**src/rtl/keypad_scan.sv**
```systemverilog
// rtl/keypad_scan.sv - 4x4 matrix keypad scanner with full-scan debounce and press FSM.
module keypad_scan #(
  parameter int CLK_HZ    = 100000000,
  parameter int SCAN_HZ   = 1000,
  parameter int DEB_SCANS = 4
) (
  input  logic       clk,
  input  logic       rst,
  input  logic [3:0] row_n,
  output logic [3:0] col_n,
  output logic [3:0] key_code,
  output logic       key_valid,
  output logic       key_down,
  output logic       multi_key
);

  localparam int DWELL_RAW = CLK_HZ / SCAN_HZ;
  localparam int DWELL     = (DWELL_RAW < 4) ? 4 : DWELL_RAW;
  localparam int DW        = $clog2(DWELL);
  localparam logic [DW-1:0] DWELL_LAST = DW'(DWELL - 1);
  localparam logic [3:0]    DEB_TGT    = 4'(DEB_SCANS);

  // Scan result = {kind, code}; code is forced to 0 unless kind is SINGLE
  localparam logic [1:0] K_NONE   = 2'd0;
  localparam logic [1:0] K_SINGLE = 2'd1;
  localparam logic [1:0] K_MULTI  = 2'd2;

  typedef enum logic [1:0] {
    S_IDLE  = 2'd0,
    S_HELD  = 2'd1,
    S_MULTI = 2'd2
  } state_t;

  logic [3:0]    r_row_s1;
  logic [3:0]    r_row_s2;
  logic [DW-1:0] r_dwell;
  logic [1:0]    r_col;
  logic [15:0]   r_acc;
  logic [5:0]    r_prev;
  logic [3:0]    r_deb_cnt;
  logic [5:0]    r_stable;
  state_t        r_state;
  logic [3:0]    r_key_code;
  logic          r_key_valid;
  logic          r_key_down;
  logic          r_multi;

  logic          w_sample;
  logic          w_scan_done;
  logic [15:0]   w_hits;
  logic [1:0]    w_cnt;
  logic [3:0]    w_first;
  logic [5:0]    w_res;
  logic [3:0]    w_deb_next;
  state_t        w_state_next;
  logic          w_fire;

  assign w_sample    = (r_dwell == DWELL_LAST);
  assign w_scan_done = w_sample && (r_col == 2'd3);
  assign col_n       = ~(4'b0001 << r_col);

  // Merge the column being sampled into the accumulated map, then classify
  always_comb begin
    w_hits  = r_acc;
    w_cnt   = 2'd0;
    w_first = 4'd0;
    for (int r = 0; r < 4; r++) begin
      w_hits[{r[1:0], r_col}] = ~r_row_s2[r];
    end
    for (int i = 0; i < 16; i++) begin
      if (w_hits[i]) begin
        if (w_cnt == 2'd0) w_first = 4'(i);
        if (w_cnt != 2'd2) w_cnt = w_cnt + 2'd1;
      end
    end
  end

  always_comb begin
    w_res = {K_NONE, 4'd0};
    if (w_cnt == 2'd1)      w_res = {K_SINGLE, w_first};
    else if (w_cnt == 2'd2) w_res = {K_MULTI, 4'd0};
  end

  always_comb begin
    w_deb_next = 4'd1;
    if (w_res == r_prev) begin
      w_deb_next = (r_deb_cnt >= DEB_TGT) ? r_deb_cnt : r_deb_cnt + 4'd1;
    end
  end

  always_ff @(posedge clk) begin
    if (rst) begin
      r_row_s1  <= 4'hF;
      r_row_s2  <= 4'hF;
      r_dwell   <= '0;
      r_col     <= 2'd0;
      r_acc     <= 16'd0;
      r_prev    <= {K_NONE, 4'd0};
      r_deb_cnt <= 4'd0;
      r_stable  <= {K_NONE, 4'd0};
    end else begin
      r_row_s1 <= row_n;
      r_row_s2 <= r_row_s1;
      if (w_sample) begin
        r_dwell <= '0;
        r_col   <= r_col + 2'd1;
        r_acc   <= (r_col == 2'd3) ? 16'd0 : w_hits;
      end else begin
        r_dwell <= r_dwell + DW'(1);
      end
      if (w_scan_done) begin
        r_prev    <= w_res;
        r_deb_cnt <= w_deb_next;
        if ((w_deb_next >= DEB_TGT) && (w_res != r_stable)) r_stable <= w_res;
      end
    end
  end

  // Roll-over and MULTI exits only return to a fresh press through NONE
  always_comb begin
    w_state_next = r_state;
    w_fire       = 1'b0;
    case (r_state)
      S_IDLE: begin
        if (r_stable[5:4] == K_SINGLE) begin
          w_state_next = S_HELD;
          w_fire       = 1'b1;
        end else if (r_stable[5:4] == K_MULTI) begin
          w_state_next = S_MULTI;
        end
      end
      S_HELD: begin
        if (r_stable[5:4] == K_NONE)       w_state_next = S_IDLE;
        else if (r_stable[5:4] == K_MULTI) w_state_next = S_MULTI;
      end
      S_MULTI: begin
        if (r_stable[5:4] == K_NONE) w_state_next = S_IDLE;
      end
      default: w_state_next = S_IDLE;
    endcase
  end

  always_ff @(posedge clk) begin
    if (rst) begin
      r_state     <= S_IDLE;
      r_key_code  <= 4'd0;
      r_key_valid <= 1'b0;
      r_key_down  <= 1'b0;
      r_multi     <= 1'b0;
    end else begin
      r_state     <= w_state_next;
      r_key_valid <= w_fire;
      if (w_fire) r_key_code <= r_stable[3:0];
      r_key_down  <= (w_state_next == S_HELD);
      r_multi     <= (w_state_next == S_MULTI);
    end
  end

  assign key_code  = r_key_code;
  assign key_valid = r_key_valid;
  assign key_down  = r_key_down;
  assign multi_key = r_multi;

endmodule

```
**config.mk**
```make
export PLATFORM = sky130hd
export DESIGN_NAME = keypad_scan
export DESIGN_NICKNAME = d
export VERILOG_FILES = /design/src/rtl/keypad_scan.sv
export SDC_FILE = /design/constraint.sdc
export NUM_CORES = 1
export LEC_CHECK = 0
export CAP_MARGIN = 15
export CELL_PAD_IN_SITES_DETAIL_PLACEMENT = 1
export CELL_PAD_IN_SITES_GLOBAL_PLACEMENT = 1
export CORE_UTILIZATION = 30
export DETAILED_ROUTE_END_ITERATION = 10
export DONT_BUFFER_PORTS = 1
export HOLD_SLACK_MARGIN = 0.08
export PLACE_DENSITY = 0.64
export SLEW_MARGIN = 30
export SYNTH_ARGS = -nofsm -noshare
export SYNTH_HDL_FRONTEND = slang
export SYNTH_SLANG_ARGS = --single-unit
```
**constraint.sdc**
```tcl
create_clock -name clk -period 7.7 [get_ports clk]
set_input_delay 1.155 -clock clk [delete_from_list [all_inputs] [get_ports clk]]
set_output_delay 1.155 -clock clk [all_outputs]
set_load 0.03 [all_outputs]
```
# After elaboration in Yosys (flattened, before gate mapping)
# Index checks and enable logic that the tools add are counted.
[classes]
reduce_logical = 25
mux = 85
addsub = 18
n_lt_le_gt_ge = 10
bitwise_logic = 5
n_shift = 1
n_eq_ne = 27
[op_table]
columns = ["op", "count"]
rows = [
  ["$mux W4", 30],
  ["$mux W2", 34],
  ["$bwmux W16", 4],
  ["$logic_not A2 Y1", 17],
  ["$add A2 B1 Y2 const B", 16],
  ["$ne A2 B2 Y1 const B", 15],
  ["$add A17 B1 Y17 const B", 1],
  ["$eq A17 B17 Y1 const B", 1],
  ["$mux W16", 1],
  ["$mux W6", 2],
  ["$eq A2 B2 Y1 const B", 5],
  ["$lt A4 B5 Y1 const B", 2],
  ["$mux W1", 9],
  ["$demux W1 S2", 4],
  ["$eq A2 B1 Y1 const B", 4],
  ["$ge A4 B1 Y1 const B", 2],
  ["$ge A4 B3 Y1 const B", 2],
  ["$eq A6 B6 Y1", 1],
  ["$logic_and A1 B1 Y1", 6],
  ["$ne A6 B6 Y1", 1],
  ["$pmux W2 S3", 1],
  ["$lt A2 B5 Y1 const B", 1],
  ["$lt A3 B5 Y1 const B", 1],
  ["$add A4 B1 Y4 const B", 1],
  ["other kinds (7)", 10],
]
[totals]
elab_cells = 184
input_bits = 6
out_inout_bits = 11
register_bits = 68

# Depth between registers and ports, before layout
# Gate-level depths: netlist (run 1).
[logic_depth]
depth_word = 62
depth_mapped = 33
depth_no_buf = 29

# Least setup slack after synthesis (run 1)
# Ideal clock, no wire load.
[synth_path]
kind = "reg2reg"
startpoint = "reg r_col[0]"
endpoint = "reg r_deb_cnt[3]"
stages_incl_launch_ff = 33
required_ns = 7.585
setup_time_ns = 0.115
arrival_time_ns = 6.970
slack_ns = 0.615
path_buffers = 5
period_less_slack_ns = 7.085
path_cell_list = "dfxtp_1 -> inv_1 -> ha_1 -> buf_2 -> o21ai_0 -> ha_1 -> buf_2 -> nor3b_2 -> o22ai_1 -> and4_1 -> or3_1 -> buf_6 -> a211oi_2 -> a311oi_2 -> or2_1 -> o211a_1 -> or4_4 -> o221ai_2 -> buf_6 -> o21ai_1 -> a211o_1 -> and3_1 -> o21ai_1 -> a31oi_4 -> o32a_1 -> o211a_4 -> nor2_4 -> nor4_1 -> or4_1 -> o211a_1 -> buf_6 -> o21ba_1 -> and2_1"
[synth_via]
elab_chain_cells = 59
word_cells_on_any_way = 138
classes_between = "15 x add/sub; 8 x order compare; 19 x eq/ne; 76 x mux; 20 x reduce/logical"
[synth_rtl]
columns = ["element", "line", "text"]
rows = [
  ["start, declared", "37", "logic [1:0] r_col;"],
  ["start signal, assigned", "106", "r_col <= r_col + 2'd1;"],
  ["$lt A2 B5 Y1 (implied by the code) / $ge A2 B1 Y1 (equally long branches)", "68", "w_hits[{r[1:0], r_col}] = ~r_row_s2[r];"],
  ["$logic_and A1 B1 Y1 (implied by the code)", "68", ""],
  ["$mux W1 (implied by the code)", "68", ""],
  ["$demux W1 S2", "68", ""],
  ["$bwmux W16 (4 in series)", "68", ""],
  ["$mux W1", "71", "if (w_hits[i]) begin"],
  ["$add A2 B1 Y2 / $ne A2 B2 Y1 (equally long branches)", "73", "if (w_cnt != 2'd2) w_cnt = w_cnt + 2'd1;"],
  ["$mux W2", "73", ""],
  ["[... 40 more ...]", "n/a", ""],
  ["$add A2 B1 Y2 / $ne A2 B2 Y1 (equally long branches)", "73", ""],
  ["$mux W2", "73", ""],
  ["$mux W2", "71", ""],
  ["$eq A2 B2 Y1", "81", "else if (w_cnt == 2'd2) w_res = {K_MULTI, 4'd0};"],
  ["$mux W6", "81", ""],
  ["$mux W6", "80", "if (w_cnt == 2'd1) w_res = {K_SINGLE, w_first};"],
  ["$eq A6 B6 Y1", "86", "if (w_res == r_prev) begin"],
  ["$mux W4", "86", ""],
  ["end signal, assigned", "113", "r_deb_cnt <= w_deb_next;"],
  ["end, declared", "40", "logic [3:0] r_deb_cnt;"],
]
# Parallel ways exist; a longest one is shown, timed or not.
# A chain may end at the register's enable or synchronous reset.

# Worst setup path in the final report (run 1)
[layout_path]
startpoint = "reg r_col[1]"
endpoint = "reg r_stable[0]"
[layout_via]
elab_chain_cells = 62
word_cells_on_any_way = 142
classes_between = "15 x add/sub; 9 x order compare; 20 x eq/ne; 76 x mux; 22 x reduce/logical"
[layout_rtl]
columns = ["element", "line", "text"]
rows = [
  ["$lt A2 B5 Y1 (implied by the code) / $ge A2 B1 Y1 (equally long branches)", "68", ""],
  ["$logic_and A1 B1 Y1 (implied by the code)", "68", ""],
  ["$mux W1 (implied by the code)", "68", ""],
  ["$demux W1 S2", "68", ""],
  ["$bwmux W16 (4 in series)", "68", ""],
  ["$mux W1", "71", ""],
  ["$add A2 B1 Y2 / $ne A2 B2 Y1 (equally long branches)", "73", ""],
  ["$mux W2", "73", ""],
  ["[... 43 more ...]", "n/a", ""],
  ["$eq A2 B2 Y1", "81", ""],
  ["$mux W6", "81", ""],
  ["$mux W6", "80", ""],
  ["$eq A6 B6 Y1", "86", ""],
  ["$mux W4", "86", ""],
  ["$ge A4 B3 Y1", "114", "if ((w_deb_next >= DEB_TGT) && (w_res != r_stable)) r_stable <= w_res;"],
  ["$logic_and A1 B1 Y1", "114", ""],
  ["$reduce_and A2 Y1 (no source line)", "n/a", ""],
  ["end signal, assigned", "100", "r_stable <= {K_NONE, 4'd0};"],
  ["end signal, assigned", "114", ""],
  ["end, declared", "41", "logic [5:0] r_stable;"],
]
# Parallel ways exist; a longest one is shown, timed or not.

==> results of run 1 <==
[routing by layer]
metal  wire length, µm  GRT usage  share of wire
met1              8450      0.256           0.47
met2              8880      0.340           0.49
met3               372     0.0239          0.021
met4               251     0.0580          0.014
met5                 0          0              0
[Yosys cell counts, drive strengths merged (11+ instances only)]
library cell and n:
xnor2 17, a21o 15, or2 15, and2 18, a211oi 11, nand3 34
a21oi 55, inv 13, nor3 29, o211ai 18, and3 13, clkbuf 19
nand2 78, nor2 91, o21ai 51, buf 15, a31oi 21, dfxtp 68
ha 11
[critical path: cells and delay by family (launching register included)]
kind	cells	cell delay, ns
AOI/OAI and AO/OA	16	3.28
adders and majority gates	2	0.45
buffers and inverters	5	0.73
DFF	1	0.37
and+or+nand+nor	8	2.40
[sequential cells by signal, indices dropped and copies added (netlist names)]
register and flops:
r_dwell 17, r_prev 6, key_valid 1, r_row_s1 4, key_code 4, r_state 2, key_down 1, r_stable 6
multi_key 1, r_col 2, r_deb_cnt 4, r_acc 16, r_row_s2 4
[per-stage QoR]
step / area (µm²) / power, mW / cells
final: 6470 / 0.916 / 988
after global routing: 6470 / 0.955 / 988
after CTS: 6170 / 0.908 / 984
after detailed placement: 5880 / 0.503 / 969
after global placement: 5880 / 0.501 / 969
after floorplan: 5490 / 0.467 / 736
[report_power, final]
part	switching, mW	internal (mW)
registers	0.00342	0.355
logic	0.0933	0.0623
clock network	0.153	0.249
total	0.249	0.667
[worst max path at each step]
stage               slack, ns            to  cells after the start      from
finish                   0.37   r_stable[0]                     31  r_col[1]
detailed placement      -0.15   r_stable[1]                     32  r_col[0]
global placement        -0.03   r_stable[1]                     32  r_col[0]
floorplan                0.62  r_deb_cnt[3]                     32  r_col[0]
CTS                      0.01   r_stable[0]                     32  r_col[0]
global route            -0.06   r_stable[0]                     31  r_col[1]
[cell families after synthesis]
kind of cell    synth area share
fa+ha+maj                 0.0269
xor+xnor                  0.0458
compound gates             0.336
mux                      0.00912
simple gates               0.292
flops                      0.248
buf+inv                   0.0419
[cell type report]
| type | instances | area, µm² | share of cell area |
|---|---|---|---|
| well taps | 229 | 287 | 0.0443 |
| repair buffers | 42 | 323 | 0.0499 |
| flip-flops and latches | 68 | 1360 | 0.211 |
| clock buffers | 11 | 233 | 0.0360 |
| multi-input cells | 621 | 4160 | 0.643 |
| clock inverters | 4 | 51.3 | 0.00793 |
| inverters | 13 | 52.6 | 0.00813 |
[timing repair]
action	in CTS	in global routing
resized for setup	3	54
pin swaps	0	10
endpoints found under the setup margin	10	10
buffers inserted	0	4
==> results.sh, run 1 <==
export IMPL_synthDistinctLibCells=91
export IMPL_yosysTopAreaCellShare=0.248
export IMPL_crit_path_start_kind="flip-flop"
export IMPL_synth_async_sr_flop_share=0
export IMPL_outcome="finished, final reports clean"
export IMPL_mostFrequentLayoutCells="sky130_fd_sc_hd__nor2_1, sky130_fd_sc_hd__nand2_1, sky130_fd_sc_hd__dfxtp_1"
export IMPL_yosysWarnings=0
export IMPL_max_cap_viol_count=0
export IMPL_tritoncts="yes"
export IMPL_leakage_nw=2.19
export IMPL_critPathMaxStageDelay_ns=0.53
export IMPL_worst_clock_skew_ns=0.00340
export IMPL_route_final_wire_length_um=18000
export IMPL_post_route_period_util=0.952
export IMPL_numPortBuffers=0
export IMPL_timing_critical_path_required_ns=7.96
export IMPL_drc_errors=0
export IMPL_boundaryPins=17
export IMPL_crit_type="flip-flop to flip-flop"
export IMPL_max_clock_freq_mhz=136
export IMPL_synth_seq_area_share=0.248
export IMPL_layout_cells_most_common="sky130_fd_sc_hd__nor2_1"
export IMPL_utilization=0.360
export IMPL_wire_length_of_the_first_global_routing_pass_um=29500
export IMPL_finalSetupTns_ns=0
export IMPL_grt_antenna_before_repair=0
export IMPL_setup_viol=0
export IMPL_hold_start="r_row_s1[1]"
export IMPL_clock_latency_late_sink_ns=0.33
export IMPL_timing_rr_end="r_stable[0]"
export IMPL_drt_initial_drc_count=378
export IMPL_critical_path_reg2reg_startpoint="r_col[1]"
export IMPL_floorplan_die_area_mm2=0.0188
export IMPL_grt_util_all_layers=0.197
export IMPL_via_count_of_the_first_global_routing_pass=5880
export IMPL_synth_nets=753
export IMPL_synth_cells=736
export IMPL_synth_seq_cells=68
export IMPL_hold_worst_slack_ns=0.409
export IMPL_reg2reg_depth=31
export IMPL_cts_buffer_depth=2
export IMPL_viasPerCell=5.82
export IMPL_worst_r2r_setup_slack_ns=0.37
export IMPL_gp_congestion=0.899
export IMPL_powerDensity_mw_per_mm2=142
export IMPL_num_rows=49
export IMPL_critical_path_arrival_ns=7.59
export IMPL_fin_ws_ns=0.372
export IMPL_vias=5749
export IMPL_clock_tree_htree_level_count=3
export IMPL_clock_tree_root_cell="sky130_fd_sc_hd__clkbuf_16"
export IMPL_clkSlewWorstSetupHoldPaths_ns=0.05
export IMPL_tritoncts_num_sinks=68
export IMPL_drt_antenna_violating_nets=0
export IMPL_routedWlPerCell_um=18.2
export IMPL_fillers=2175
export IMPL_height_of_the_die_um=137
export IMPL_post_synth_top_area_cell="sky130_fd_sc_hd__dfxtp_1"
export IMPL_hold_depth=1
export IMPL_finalHoldViolCount=0
export IMPL_syn_to_final_growth_pct=17.8
export IMPL_timing_hold_worst_endpoint="r_row_s2[1]"
export IMPL_worst_hold_path_type="flip-flop to flip-flop"
export IMPL_post_place_setup_slack_ns=-0.151
export IMPL_nNetsFinal=772
export IMPL_place_detailed_hpwl_um=13500
export IMPL_timing_critical_path_slowest_stage_cell="sky130_fd_sc_hd__or4_4"
export IMPL_cp_end_kind="flip-flop"
export IMPL_post_route_cells_drive_above_1_share=0.182
export IMPL_grt_max_degree=41
export IMPL_synthTopCellsByArea="sky130_fd_sc_hd__dfxtp_1, sky130_fd_sc_hd__nor2_1, sky130_fd_sc_hd__nand2_1"
export IMPL_netlist_area_mm2=0.00549
export IMPL_drv_slew=0
export IMPL_hold_buffer_count_at_cts=0
export IMPL_overflow=0
export IMPL_synth_enable_flop_cells=0
export IMPL_synth_flop_cell="sky130_fd_sc_hd__dfxtp_1"
export IMPL_design_core_area_mm2=0.0180
export IMPL_ir_drop_mv=0.110
export IMPL_insertedDiodeCount=0
export IMPL_timing_slew_headroom=0.368
export IMPL_timing_final_crit_period_ns=7.33
export IMPL_actual_transition_at_the_worst_max_transition_pin_ns=0.948
export IMPL_floorplan_die_width_um=137
export IMPL_dr_pass1_iters=5
export IMPL_start_util=0.305
export IMPL_worst_path_max_fanout=8
export IMPL_cts_buffers=9
export IMPL_synth_area_per_cell_um2=7.46
(Power assumes the default switching activity.)
==> run 2: changes to the inputs <==
--- a/config.mk
+++ b/config.mk
@@ -8,11 +8,12 @@
 export CAP_MARGIN = 15
 export CELL_PAD_IN_SITES_DETAIL_PLACEMENT = 1
 export CELL_PAD_IN_SITES_GLOBAL_PLACEMENT = 1
-export CORE_UTILIZATION = 30
+export CORE_MARGIN = 4
+export CORE_UTILIZATION = 48
 export DETAILED_ROUTE_END_ITERATION = 10
 export DONT_BUFFER_PORTS = 1
 export HOLD_SLACK_MARGIN = 0.08
-export PLACE_DENSITY = 0.64
+export PLACE_DENSITY = 0.89
 export SLEW_MARGIN = 30
 export SYNTH_ARGS = -nofsm -noshare
 export SYNTH_HDL_FRONTEND = slang
==> constraint.sdc (replaced) <==
create_clock -name clk -period 7.05 [get_ports clk]
set_input_delay 1.0575 -clock clk [delete_from_list [all_inputs] [get_ports clk]]
set_output_delay 1.0575 -clock clk [all_outputs]
set_load 0.03 [all_outputs]
==> run 2 against run 1 <==
  * The run now fails in global routing (5_1_grt)
  * Synthesized area stayed put
  * Synthesized cell count unchanged
==> results.sh, run 2 <==
export IMPL_outcome="aborted with a tool error"
export IMPL_stopped_at="global routing (5_1_grt)"
export IMPL_tool_error="[ERROR GRT-0232] Routing congestion too high. Check the congestion heatmap in the GUI."
export IMPL_synth_seq_area_share=0.248
export IMPL_grt_max_degree=41
export IMPL_synth_async_sr_flop_share=0
export IMPL_synth_enable_flop_cells=0
export IMPL_post_place_setup_slack_ns=-0.934
export IMPL_yosysWarnings=0
export IMPL_overflow=149
export IMPL_cts_buffer_depth=2
export IMPL_yosysTopAreaCellShare=0.248
export IMPL_crit_endpoint="r_stable[3]$_SDFFE_PP0P_/D"
export IMPL_clock_tree_htree_level_count=3
export IMPL_synthDistinctLibCells=91
export IMPL_cts_buffers=9
export IMPL_num_rows=38
export IMPL_placed_cell_area_mm2=0.00613
export IMPL_boundaryPins=17
export IMPL_start_util=0.498
export IMPL_synthTopCellsByArea="sky130_fd_sc_hd__dfxtp_1, sky130_fd_sc_hd__nor2_1, sky130_fd_sc_hd__nand2_1"
export IMPL_synth_cells=736
export IMPL_gp_congestion=1.01
export IMPL_floorplan_die_width_um=115
export IMPL_netlist_area_mm2=0.00549
export IMPL_yosys_top_cells_count="sky130_fd_sc_hd__nor2_1, sky130_fd_sc_hd__nand2_1, sky130_fd_sc_hd__dfxtp_1"
export IMPL_synth_flop_cell="sky130_fd_sc_hd__dfxtp_1"
export IMPL_height_of_the_die_um=115
export IMPL_synth_area_per_cell_um2=7.46
export IMPL_numPortBuffers=0
export IMPL_synth_seq_cells=68
export IMPL_synth_nets=753
export IMPL_grt_util_all_layers=0.797
export IMPL_yosysMostFrequentCell="sky130_fd_sc_hd__nor2_1"
export IMPL_post_synth_top_area_cell="sky130_fd_sc_hd__dfxtp_1"
export IMPL_place_detailed_hpwl_um=15300
export IMPL_worst_ep_kind="register data pin"
export IMPL_tritoncts_num_sinks=68
export IMPL_clock_tree_root_cell="sky130_fd_sc_hd__clkbuf_16"
-- run 2: cell counts after synthesis --
Identical to the previous run, type by type.
-- run 2: metrics by stage --
stage                     hold WS [ns]  cells   util  setup TNS [ns]
after detailed placement         0.399    928  0.555           -8.11
after floorplan                  0.389    736      -               0
after global placement           0.400    928  0.555           -2.61
after CTS                        0.421    972  0.650         -0.0862
-- run 2: cells by family after synthesis --
family	synth area share
muxes	0.00912
DFF	0.248
adders and majority gates	0.0269
and+or+nand+nor	0.292
buffers and inverters	0.0419
AOI/OAI and AO/OA	0.336
xor gates and xnor gates	0.0458
-- run 2: layer usage --
layer	global-route usage	GRT overflow
met1	0.802	0
met2	0.950	92
met3	0.639	0
met4	0.836	57
met5	0.174	0
-- run 2: timing repair --
action	CTS
gates resized for setup	124
setup endpoints to repair	16
hold buffers	0
pin swaps	41
buffers inserted	29
==> run 3: changes to the inputs <==
==> config.mk (replaced) <==
export PLATFORM = sky130hd
export DESIGN_NAME = keypad_scan
export DESIGN_NICKNAME = d
export VERILOG_FILES = /design/src/rtl/keypad_scan.sv
export SDC_FILE = /design/constraint.sdc
export NUM_CORES = 1
export LEC_CHECK = 0
export CAP_MARGIN = 15
export CORE_MARGIN = 4
export CORE_UTILIZATION = 40
export DETAILED_ROUTE_END_ITERATION = 10
export DONT_BUFFER_PORTS = 1
export PLACE_DENSITY_LB_ADDON = 0.15
export SLEW_MARGIN = 30
export SYNTH_ARGS = -nofsm -noshare
export SYNTH_HDL_FRONTEND = slang
export SYNTH_SLANG_ARGS = --single-unit
==> run 3 against run 2 <==
  * The flow now finishes without violations
==> results.sh, run 3 (synthesis gave the netlist of run 1 again) <==
export IMPL_outcome="finished, final reports clean"
export IMPL_nNetsFinal=873
export IMPL_num_rows=42
export IMPL_start_util=0.411
export IMPL_largest_register_ffs=17
export IMPL_post_route_period_util=0.973
export IMPL_drt_initial_drc_count=559
export IMPL_mostFrequentLayoutCells="sky130_fd_sc_hd__buf_4, sky130_fd_sc_hd__nor2_1, sky130_fd_sc_hd__nand2_1"
export IMPL_fin_cells=1037
export IMPL_timing_critical_path_required_ns=7.27
export IMPL_post_route_cells_drive_above_1_share=0.338
export IMPL_timing_slew_headroom=0.446
export IMPL_clock_tree_htree_level_count=3
export IMPL_tritoncts="yes"
export IMPL_worst_path_max_fanout=7
export IMPL_hold_worst_slack_ns=0.404
export IMPL_dr_pass1_iters=5
export IMPL_grt_max_degree=41
export IMPL_grt_antenna_before_repair=0
export IMPL_hold_depth=1
export IMPL_rsz0062_at_grt="yes"
export IMPL_finalSetupTns_ns=0
export IMPL_boundaryPins=17
export IMPL_overflow=0
export IMPL_timing_final_crit_period_ns=6.86
export IMPL_viasPerCell=5.97
export IMPL_gp_congestion=0.958
export IMPL_insertedDiodeCount=0
export IMPL_largest_register="r_dwell"
export IMPL_numPortBuffers=0
export IMPL_wire_length_of_the_first_global_routing_pass_um=27500
export IMPL_clkSlewWorstSetupHoldPaths_ns=0.05
export IMPL_hold_buffer_count_at_cts=0
export IMPL_routedWlPerCell_um=16.8
export IMPL_place_detailed_hpwl_um=12500
export IMPL_timing_critical_path_slowest_stage_cell="sky130_fd_sc_hd__or4_4"
export IMPL_multi_input_area_mm2=0.00454
export IMPL_floorplan_die_area_mm2=0.0157
export IMPL_grt_util_all_layers=0.204
export IMPL_reg2reg_depth=33
export IMPL_place_detailed_instances=987
export IMPL_route_final_wire_length_um=17400
export IMPL_floorplan_die_width_um=125
export IMPL_cts_buffer_depth=2
export IMPL_clock_tree_root_cell="sky130_fd_sc_hd__clkbuf_16"
export IMPL_critPathMaxStageDelay_ns=0.57
export IMPL_leakage_nw=2.78
export IMPL_layout_cells_most_common="sky130_fd_sc_hd__buf_4"
export IMPL_setup_viol=0
export IMPL_max_cap_viol_count=0
export IMPL_tritoncts_num_sinks=68
export IMPL_max_clock_freq_mhz=146
export IMPL_ir_drop_mv=0.155
export IMPL_cp_end_kind="flip-flop"
export IMPL_drc_errors=0
export IMPL_vias=6190
export IMPL_cts_buffers=9
export IMPL_worst_clock_skew_ns=0.00431
export IMPL_drt_antenna_violating_nets=0
export IMPL_via_count_of_the_first_global_routing_pass=5726
export IMPL_actual_transition_at_the_worst_max_transition_pin_ns=0.810
export IMPL_fillers=1259
export IMPL_height_of_the_die_um=125
export IMPL_critical_path_arrival_ns=7.08
export IMPL_top_regs="r_dwell: 17 flops, r_acc: 16 flops"
export IMPL_finalHoldViolCount=0
export IMPL_register_area_mm2=0.00137
export IMPL_crit_path_start_kind="flip-flop"
export IMPL_worst_hold_path_type="flip-flop to flip-flop"
export IMPL_crit_type="flip-flop to flip-flop"
export IMPL_clock_latency_late_sink_ns=0.32
export IMPL_syn_to_final_growth_pct=38.9
export IMPL_powerDensity_mw_per_mm2=138
export IMPL_design_core_area_mm2=0.0133
export IMPL_drv_slew=0
export IMPL_critical_path_most_common_cell="sky130_fd_sc_hd__buf_6"
export IMPL_utilization=0.571
## run 3: layout make-up
type,count,share of cell area
Multi-Input combinational cell,621,0.595
Sequential cell,68,0.179
Timing Repair Buffer,143,0.150
Clock buffer,12,0.0323
Tap cell,176,0.0289
Inverter,13,0.00772
Clock inverter,4,0.00640
## run 3: metrics by stage
step	setup slack, ns	cell area (µm²)	power, mW
after floorplan	0.0128	5490	0.510
after global placement	-0.290	6340	0.567
after detailed placement	-0.518	6340	0.567
after CTS	-0.00328	6790	1.02
after global routing	-0.169	7620	1.10
final	0.191	7620	1.05
## run 3: what timing repair did
action | 4_1_cts | 5_1_grt
gates resized for setup | 31 | 130
setup endpoints to repair | 10 | 10
pin swaps | 9 | 58
hold endpoints to repair | 0 | 0
setup buffers | 3 | 32
gates cloned | 0 | 1
## run 3: per-layer routing
layer  GRT usage  wire, µm
met2       0.349      8650
met5           0         0
met3      0.0294       779
met1       0.266      7620
met4      0.0644       400
## run 3: report_power, final
part	leakage (nW)	switching (mW)	internal, mW
clock	0.147	0.155	0.283
sequential	0.551	0.00372	0.388
combinational	2.08	0.118	0.107
total	2.78	0.276	0.777
## run 3: worst max-delay path, delay by kind of cell (launching register included)
| kind | cells | cell delay [ns] |
|---|---|---|
| flip-flops | 1 | 0.35 |
| adder cells (fa/ha/maj) | 2 | 0.32 |
| AO/OA/AOI/OAI | 15 | 3.22 |
| buffers and inverters | 7 | 0.84 |
| AND/OR/NAND/NOR | 8 | 1.88 |
| XOR/XNOR | 1 | 0.14 |
## run 3: final timing paths
check | startpoint | end | slack [ns]
worst min-delay path | r_row_s1[1] | r_row_s2[1] | 0.40
worst max register to register | r_col[1] | r_deb_cnt[3] | 0.19
worst min register to register | r_row_s1[1] | r_row_s2[1] | 0.40
worst max-delay path | r_col[1] | r_deb_cnt[3] | 0.19
